File: src/rtl/mem_stage_ctrl.sv
// -----------------------------------------------------------------------------
// mem_stage_ctrl
// MEM-stage data-memory access controller. Takes the EX/MEM address, store
// data and control, runs one req/ack bus transaction per access, and holds
// the pipeline via Stall until the transaction completes. Load data is
// aligned and extended, then presented as ReadDataFromMem_MEM for MEM/WB.
// Word, half and byte accesses are little-endian; misaligned accesses raise
// AddrErr without a bus cycle, and unacknowledged accesses raise Timeout.
//
// Ports
//   Clk, Reset           clock, synchronous active-high reset
//   MemRead_MEM          load request
//   MemWrite_MEM         store request (wins over a simultaneous load)
//   MemSize_MEM          00 word, 01 half, 10 byte, 11 word
//   MemSigned_MEM        1 = sign-extend sub-word loads
//   ALUResult_MEM        effective byte address
//   WriteData_MEM        store data, value in low bits
//   BusReq/BusWe/BusAddr/BusByteEn/BusWData   registered bus request
//   BusAck, BusRData     completion strobe and read data from memory
//   ReadDataFromMem_MEM  formatted load result, held until the next read
//   Stall                combinational pipeline freeze
//   AddrErr, Timeout     one-cycle error pulses
// -----------------------------------------------------------------------------
module mem_stage_ctrl #(
   parameter int TIMEOUT_CYCLES = 256,
   parameter int CNT_W          = 9
) (
   input  logic        Clk,
   input  logic        Reset,
   input  logic        MemRead_MEM,
   input  logic        MemWrite_MEM,
   input  logic [1:0]  MemSize_MEM,
   input  logic        MemSigned_MEM,
   input  logic [31:0] ALUResult_MEM,
   input  logic [31:0] WriteData_MEM,
   output logic        BusReq,
   output logic        BusWe,
   output logic [31:0] BusAddr,
   output logic [3:0]  BusByteEn,
   output logic [31:0] BusWData,
   input  logic        BusAck,
   input  logic [31:0] BusRData,
   output logic [31:0] ReadDataFromMem_MEM,
   output logic        Stall,
   output logic        AddrErr,
   output logic        Timeout
);

   typedef enum logic [1:0] {
      S_IDLE   = 2'd0,
      S_ACCESS = 2'd1,
      S_DONE   = 2'd2
   } state_e;

   // Last counter value of an access; unused when the timeout is disabled.
   localparam logic [CNT_W-1:0] CNT_LAST =
      CNT_W'((TIMEOUT_CYCLES > 0) ? (TIMEOUT_CYCLES - 1) : 0);

   state_e            state_q, state_d;
   logic [CNT_W-1:0]  cnt_q, cnt_d;
   logic              bus_req_q, bus_req_d;
   logic              bus_we_q, bus_we_d;
   logic [31:0]       bus_addr_q, bus_addr_d;
   logic [3:0]        bus_be_q, bus_be_d;
   logic [31:0]       bus_wdata_q, bus_wdata_d;
   logic [31:0]       rdata_q, rdata_d;
   logic              addr_err_q, addr_err_d;
   logic              timeout_q, timeout_d;
   // Access attributes kept for formatting the read data when the ack arrives.
   logic              is_read_q, is_read_d;
   logic [1:0]        size_q, size_d;
   logic              signed_q, signed_d;
   logic [1:0]        lane_q, lane_d;

   // Request decode from the EX/MEM inputs.
   logic        req;
   logic        is_half, is_byte;
   logic [1:0]  lane;
   logic        misaligned;
   logic [3:0]  req_be;
   logic [31:0] req_wdata;
   logic [31:0] load_data;
   logic [7:0]  load_byte;
   logic [15:0] load_half;

   assign req     = MemRead_MEM | MemWrite_MEM;
   assign is_half = (MemSize_MEM == 2'b01);
   assign is_byte = (MemSize_MEM == 2'b10);
   assign lane    = ALUResult_MEM[1:0];

   // NOTE: every signal written in an always_comb gets a default first, so no
   // path through the case/if tree can leave it unassigned and infer a latch.
   always_comb begin
      misaligned = 1'b0;
      req_be     = 4'b1111;
      req_wdata  = WriteData_MEM;
      if (is_byte) begin
         req_be    = 4'b0001 << lane;
         req_wdata = {4{WriteData_MEM[7:0]}};
      end else if (is_half) begin
         misaligned = lane[0];
         req_be     = lane[1] ? 4'b1100 : 4'b0011;
         req_wdata  = {2{WriteData_MEM[15:0]}};
      end else begin
         misaligned = (lane != 2'b00);
      end
   end

   // Lane-select and extend the bus read data using the captured attributes.
   always_comb begin
      load_byte = BusRData[{lane_q, 3'b000} +: 8];
      load_half = BusRData[{lane_q[1], 4'b0000} +: 16];
      load_data = BusRData;
      if (size_q == 2'b10) begin
         load_data = signed_q ? {{24{load_byte[7]}}, load_byte} : {24'h0, load_byte};
      end else if (size_q == 2'b01) begin
         load_data = signed_q ? {{16{load_half[15]}}, load_half} : {16'h0, load_half};
      end
   end

   // Next-state and registered-output logic.
   always_comb begin
      state_d     = state_q;
      cnt_d       = cnt_q;
      bus_req_d   = bus_req_q;
      bus_we_d    = bus_we_q;
      bus_addr_d  = bus_addr_q;
      bus_be_d    = bus_be_q;
      bus_wdata_d = bus_wdata_q;
      rdata_d     = rdata_q;
      addr_err_d  = 1'b0;
      timeout_d   = 1'b0;
      is_read_d   = is_read_q;
      size_d      = size_q;
      signed_d    = signed_q;
      lane_d      = lane_q;

      case (state_q)
         S_IDLE: begin
            if (req) begin
               if (misaligned) begin
                  addr_err_d = 1'b1;
               end else begin
                  bus_req_d   = 1'b1;
                  bus_we_d    = MemWrite_MEM;
                  bus_addr_d  = {ALUResult_MEM[31:2], 2'b00};
                  bus_be_d    = req_be;
                  bus_wdata_d = req_wdata;
                  is_read_d   = ~MemWrite_MEM;
                  size_d      = MemSize_MEM;
                  signed_d    = MemSigned_MEM;
                  lane_d      = lane;
                  cnt_d       = '0;
                  state_d     = S_ACCESS;
               end
            end
         end
         S_ACCESS: begin
            // An ack in the final counted cycle still completes normally.
            if (BusAck) begin
               bus_req_d = 1'b0;
               if (is_read_q) rdata_d = load_data;
               cnt_d     = '0;
               state_d   = S_DONE;
            end else if ((TIMEOUT_CYCLES != 0) && (cnt_q == CNT_LAST)) begin
               bus_req_d = 1'b0;
               timeout_d = 1'b1;
               if (is_read_q) rdata_d = 32'h0;
               cnt_d     = '0;
               state_d   = S_DONE;
            end else begin
               cnt_d = cnt_q + 1'b1;
            end
         end
         S_DONE: begin
            // The pipeline advances past this instruction at this edge, so
            // its still-present request must not start a second access.
            state_d = S_IDLE;
         end
         default: begin
            state_d = S_IDLE;
         end
      endcase
   end

   // NOTE: sequential state uses non-blocking assignments only, so every flop
   // samples the pre-edge values and simulation matches the synthesized netlist.
   always_ff @(posedge Clk) begin
      if (Reset) begin
         state_q     <= S_IDLE;
         cnt_q       <= '0;
         bus_req_q   <= 1'b0;
         bus_we_q    <= 1'b0;
         bus_addr_q  <= 32'h0;
         bus_be_q    <= 4'h0;
         bus_wdata_q <= 32'h0;
         rdata_q     <= 32'h0;
         addr_err_q  <= 1'b0;
         timeout_q   <= 1'b0;
         is_read_q   <= 1'b0;
         size_q      <= 2'b00;
         signed_q    <= 1'b0;
         lane_q      <= 2'b00;
      end else begin
         state_q     <= state_d;
         cnt_q       <= cnt_d;
         bus_req_q   <= bus_req_d;
         bus_we_q    <= bus_we_d;
         bus_addr_q  <= bus_addr_d;
         bus_be_q    <= bus_be_d;
         bus_wdata_q <= bus_wdata_d;
         rdata_q     <= rdata_d;
         addr_err_q  <= addr_err_d;
         timeout_q   <= timeout_d;
         is_read_q   <= is_read_d;
         size_q      <= size_d;
         signed_q    <= signed_d;
         lane_q      <= lane_d;
      end
   end

   // Stall covers the request cycle and every ACCESS cycle; DONE releases it.
   assign Stall = ~Reset &
                  ((state_q == S_ACCESS) | ((state_q == S_IDLE) & req & ~misaligned));

   assign BusReq              = bus_req_q;
   assign BusWe               = bus_we_q;
   assign BusAddr             = bus_addr_q;
   assign BusByteEn           = bus_be_q;
   assign BusWData            = bus_wdata_q;
   assign ReadDataFromMem_MEM = rdata_q;
   assign AddrErr             = addr_err_q;
   assign Timeout             = timeout_q;

endmodule

File: config.mk
export PLATFORM = sky130hd
export DESIGN_NAME = mem_stage_ctrl
export DESIGN_NICKNAME = d
export VERILOG_FILES = /design/src/rtl/mem_stage_ctrl.sv
export SDC_FILE = /design/constraint.sdc
export NUM_CORES = 1
export LEC_CHECK = 0
export CORE_MARGIN = 1.5
export CORE_UTILIZATION = 30
export CTS_BUF_LIST = sky130_fd_sc_hd__clkbuf_16
export DETAILED_ROUTE_END_ITERATION = 6
export GPL_ROUTABILITY_DRIVEN = 0
export PLACE_DENSITY = 0.55
export SLEW_MARGIN = 5
export SYNTH_ARGS = -nofsm -noshare
export SYNTH_HDL_FRONTEND = slang
export SYNTH_SLANG_ARGS = --single-unit
File: constraint.sdc
create_clock -name Clk -period 2 [get_ports Clk]
set_input_delay 0.3 -clock Clk [delete_from_list [all_inputs] [get_ports Clk]]
set_output_delay 0.3 -clock Clk [all_outputs]
set_load 0.02 [all_outputs]
==> impl_summary.md <==
Min path
The tightest min-delay check is of the primary input to flop type. The cell depth of the worst min-delay path is 2. The worst hold path begins at Reset. For hold timing, the worst endpoint is BusWData[6].

CTS
Buffers added to address setup during post-CTS repair amount to 0. The number of buffers inserted by hold repair at cts is 0. TritonCTS built the clock tree. The cell chosen for the clock root is sky130_fd_sc_hd__clkbuf_16. The number of clock buffers added by TritonCTS is 17. For the worst-skew pair, the clock arrives at the later sink with an insertion delay of 0.42 ns. The depth of the CTS H-tree is 4.

The clock sink total is 119. The maximum clock path buffer count is 2. The clock slew seen by the registers of the worst setup and hold paths is 0.05 ns.

Yosys
The cell taking the most area after synthesis is sky130_fd_sc_hd__dfxtp_1. The synthesized instance count is 607. The area of the mapped netlist is 0.00536 mm2.

The portion of synthesized cell area occupied by the leading cell type is 44.5%. A synthesized cell averages 8.82 um2. The synthesized design contains 119 register bits.

Of the synthesized area, sequential elements account for 44.5%. Yosys mapped a number of flops with a built-in enable equal to 0. Counting distinct cell types in the post-synthesis netlist gives 52. The commonest register cell after synthesis is sky130_fd_sc_hd__dfxtp_1. The proportion of synthesized flip-flops having asynchronous set or reset is 0%.

After synthesis, the cell types taking the most area are sky130_fd_sc_hd__dfxtp_1, sky130_fd_sc_hd__nand2_1, sky130_fd_sc_hd__a21oi_1. The Yosys warning count is 0.

Setup path
The cell with the largest stage delay on the worst path is sky130_fd_sc_hd__clkdlybuf4s50_1. Walking the worst path, the cells encountered are clkdlybuf4s50_1 -> and2b_1 -> o311ai_4 -> a21oi_1 -> buf_2. The source of the worst register-to-register timing path is state_q[0].

The capturing element type of the critical path is a primary output. In this run the worst path has a maximum fanout of 4. The endpoint of the most critical register-to-register path is ReadDataFromMem_MEM[26]. At the worst endpoint, the required time is 1.70 ns. The family of cells with the greatest summed delay on the critical path is buffers and inverters. The worst register-to-register path has a setup slack of 0.15 ns. The largest single stage delay on the critical path is 0.52 ns.

The setup path with the least slack is of type primary input to primary output. The critical path arrival is 1.66 ns. The worst path buffer plus inverter count is 2. The worst setup path is launched from a primary input.

For the worst flop-to-flop path, the logic depth is 6.

Timing
For the pin with the worst max-slew slack, the measured transition is 0.714 ns. The sum of negative setup slack is 0 ns. Hold timing on the final database bottoms out at a slack of 0.217 ns. The maximum achievable frequency is 0.511 GHz. The clock period minus worst slack is 1.96 ns. The period utilization is 97.9%. Setup repair after global routing left no endpoint under its margin. For the final database, setup skew stands at 0.0101 ns.

The worst max-slew margin expressed relative to the limit is 52.4%. The hold violation count in the final report was 0. The final count of pins violating max slew is 0.

Setup violations remaining at the end of the flow were counted as 0.

Drt
The total length of routed met3 wires is 1330 um. The wire length on met1 is 7760 um. After detailed routing, the total wire length is 17,800 um.

The highest routed metal layer is met4. The detailed router finished its first iteration with 222 violations. The final antenna-violating net count is 0.

The routed design uses 8390 um of met2 wire. For this run, design rule violations remaining after detail routing come to 0. The total vias in the final route is 5,309. The first detailed-routing pass ran for 4 iterations. Dividing the detail-routed wire length by the instance count gives 16.8 um. Dividing the detail-routed via count by the number of cells gives 5.01.

Outcome
The run finished with clean final reports.

Power
Combinational logic burns 19.8% of the power. The overall power after layout is 7.36 mW. The internal power component is 5.41 mW. Sequential cells account for 35.3% of the total power. The switching share of power is 26.5%. VDD sags by at most 0.665 mV.

Summed over all nets, the switching power comes to 1.95 mW. The power density relative to cell area is 871 mW/mm2. The clock network burns 45.0% of the power. In this run the static leakage power is 3.16 nW.

Floorplanning
The total die area is 0.0187 mm2. From bottom edge to top edge, the die measures 137 um. Row generation in the floorplan step produced 48 rows.

The number of I/O pins is 209. The initial utilization of the core area, before any placement, comes to 30.9%. The floorplan step defined a core boundary enclosing 0.0174 mm2. The floorplan die width is 137 um.

GRT
The number of global-route vias before repair is 5,184. After global routing the overflow that remains totals 0. The initial antenna violation count was 0.

The overall fraction of global-route tracks in use is 19.4%. The first global-routing pass estimated 27,800 um of wire. The largest net degree at the start of global routing is 66.

Placement
During placement, the flow inserted port buffers numbering 206. The post-placement cell area is 0.00779 mm2. The detailed placer's ending HPWL is 13,000 um.

Final layout
The relative area change from synthesis to final layout is 57.7%. The layout cell share with drive strength beyond 1 is 12.6%. In the final design database the tool counted 927 nets. The finished cells cover 0.00844 mm2. The repair_antennas step left the layout with diodes totalling 0.

Flow run
The max-cap check violation count is 0.
[worst register-to-register path, stage by stage, from the launching register on]
cell and delay (ns):
sky130_fd_sc_hd__dfxtp_1 0.33, sky130_fd_sc_hd__buf_4 0.13, sky130_fd_sc_hd__nand2b_4 0.05, sky130_fd_sc_hd__or3_1 0.54, sky130_fd_sc_hd__buf_4 0.21, sky130_fd_sc_hd__or2_4 0.32, sky130_fd_sc_hd__o2bb2ai_1 0.19
[metal layers]
layer | vias to the layer above | global-route usage, %
met5 | - | 0
met4 | 0 | 8.04
met3 | 23 | 5.78
met2 | 183 | 30.7
met1 | 2488 | 24.7
li1 | 2615 | -
[cell type report]
| cell class | instances | area, um2 |
|---|---|---|
| clock buffers | 17 | 425 |
| clock inverters | 15 | 210 |
| fillers | 1635 | 8910 |
| inverters | 6 | 22.5 |
| multi-input cells | 432 | 2720 |
| flip-flops and latches | 119 | 2380 |
| well taps | 225 | 282 |
| repair buffers | 246 | 2400 |
[logic make-up (layout without fill, tap and decap cells)]
group           Yosys count  in the layout  share of synthesized area [%]
other cells               1              2                         0.0700
flops                   119            119                           44.5
simple gates            197            197                           15.9
mux                      34             34                           8.43
fa+ha+maj                 1              1                          0.234
xor+xnor                  2              2                          0.678
buf+inv                  57            284                           5.47
compound gates          196            196                           24.8
[layout by cell type, fill, tap and decap left out, types with 5 or more instances in the layout]
master,Yosys,final
sky130_fd_sc_hd__nor2_1,40,40
sky130_fd_sc_hd__a211oi_1,8,8
sky130_fd_sc_hd__nand2_1,126,126
sky130_fd_sc_hd__bufinv_16,0,5
sky130_fd_sc_hd__a311oi_1,8,8
sky130_fd_sc_hd__clkdlybuf4s50_1,0,203
sky130_fd_sc_hd__mux4_2,8,8
sky130_fd_sc_hd__mux2_2,9,9
sky130_fd_sc_hd__a21oi_1,80,80
sky130_fd_sc_hd__dfxtp_1,119,119
sky130_fd_sc_hd__o211ai_1,9,9
sky130_fd_sc_hd__inv_1,6,7
sky130_fd_sc_hd__o21ai_0,13,13
sky130_fd_sc_hd__mux2i_1,17,17
sky130_fd_sc_hd__o22ai_1,16,16
sky130_fd_sc_hd__clkbuf_16,0,17
sky130_fd_sc_hd__a21o_1,12,12
sky130_fd_sc_hd__o2bb2ai_1,28,28
sky130_fd_sc_hd__a2111oi_0,8,6
sky130_fd_sc_hd__buf_4,11,35
[worst max path at each step]
stage / from / endpoint / cells past startpoint
detailed placement: BusAck / ReadDataFromMem_MEM[2] / 6
global placement: BusAck / ReadDataFromMem_MEM[2] / 6
floorplan: lane_q[0] / ReadDataFromMem_MEM[10] / 6
CTS: state_q[0] / ReadDataFromMem_MEM[1] / 6
global route: cnt_q[0] / cnt_q[0] / 5
finish: MemSize_MEM[0] / Stall / 5
[flip-flops by register name, indices dropped and copies added, names as in the netlist]
signal               flops
is_read_q                1
BusByteEn                4
ReadDataFromMem_MEM     32
lane_q                   2
signed_q                 1
cnt_q                    9
size_q                   2
BusWe                    1
BusWData                32
BusAddr                 30
state_q                  2
BusReq                   1
AddrErr                  1
Timeout                  1
[cell usage after synthesis (2+ instances only)]
library cell	instances
sky130_fd_sc_hd__nor2_1	40
sky130_fd_sc_hd__a31o_2	2
sky130_fd_sc_hd__o22ai_1	16
sky130_fd_sc_hd__o2bb2ai_1	28
sky130_fd_sc_hd__a2111oi_0	8
sky130_fd_sc_hd__mux2_2	9
sky130_fd_sc_hd__a22o_1	4
sky130_fd_sc_hd__buf_4	11
sky130_fd_sc_hd__dfxtp_1	119
sky130_fd_sc_hd__or3_1	4
sky130_fd_sc_hd__a21o_1	12
sky130_fd_sc_hd__nor3_1	2
sky130_fd_sc_hd__mux4_2	8
sky130_fd_sc_hd__inv_1	6
sky130_fd_sc_hd__o211ai_1	9
sky130_fd_sc_hd__a311oi_1	8
sky130_fd_sc_hd__nand2_1	126
sky130_fd_sc_hd__nand2b_1	5
sky130_fd_sc_hd__and3_1	3
sky130_fd_sc_hd__a211oi_1	8
sky130_fd_sc_hd__o21ai_0	13
sky130_fd_sc_hd__buf_6	2
sky130_fd_sc_hd__nand3_1	4
sky130_fd_sc_hd__nand4_1	2
sky130_fd_sc_hd__a21oi_1	80
sky130_fd_sc_hd__mux2i_1	17
sky130_fd_sc_hd__clkbuf_1	19
sky130_fd_sc_hd__buf_2	18
[power groups by stage]
stage          Combinational [mW]  Clock, mW  Sequential, mW
6_report                     1.45       3.31            2.59
3_5_place_dp                 1.45          0            2.64
2_1_floorplan               0.587          0            2.79
4_1_cts                      1.46       3.39            2.59
5_1_grt                      1.57       3.50            2.61
3_3_place_gp                 1.43          0            2.64
[timing repair]
action                                  CTS  global route
resized for setup                         8             3
endpoints found under the setup margin    3            14
pin swaps                                 1             0
[metrics by stage]
step                cells  utilization, %  setup WS, ns
detailed placement   1028            44.9        -0.546
floorplan             608               -         0.408
global placement     1028            44.9        -0.470
global route         1060            48.6       0.00228
CTS                  1060            48.6        0.0164
finish               1060            48.6        0.0418
Note: power is estimated with default switching activity, not from simulation.
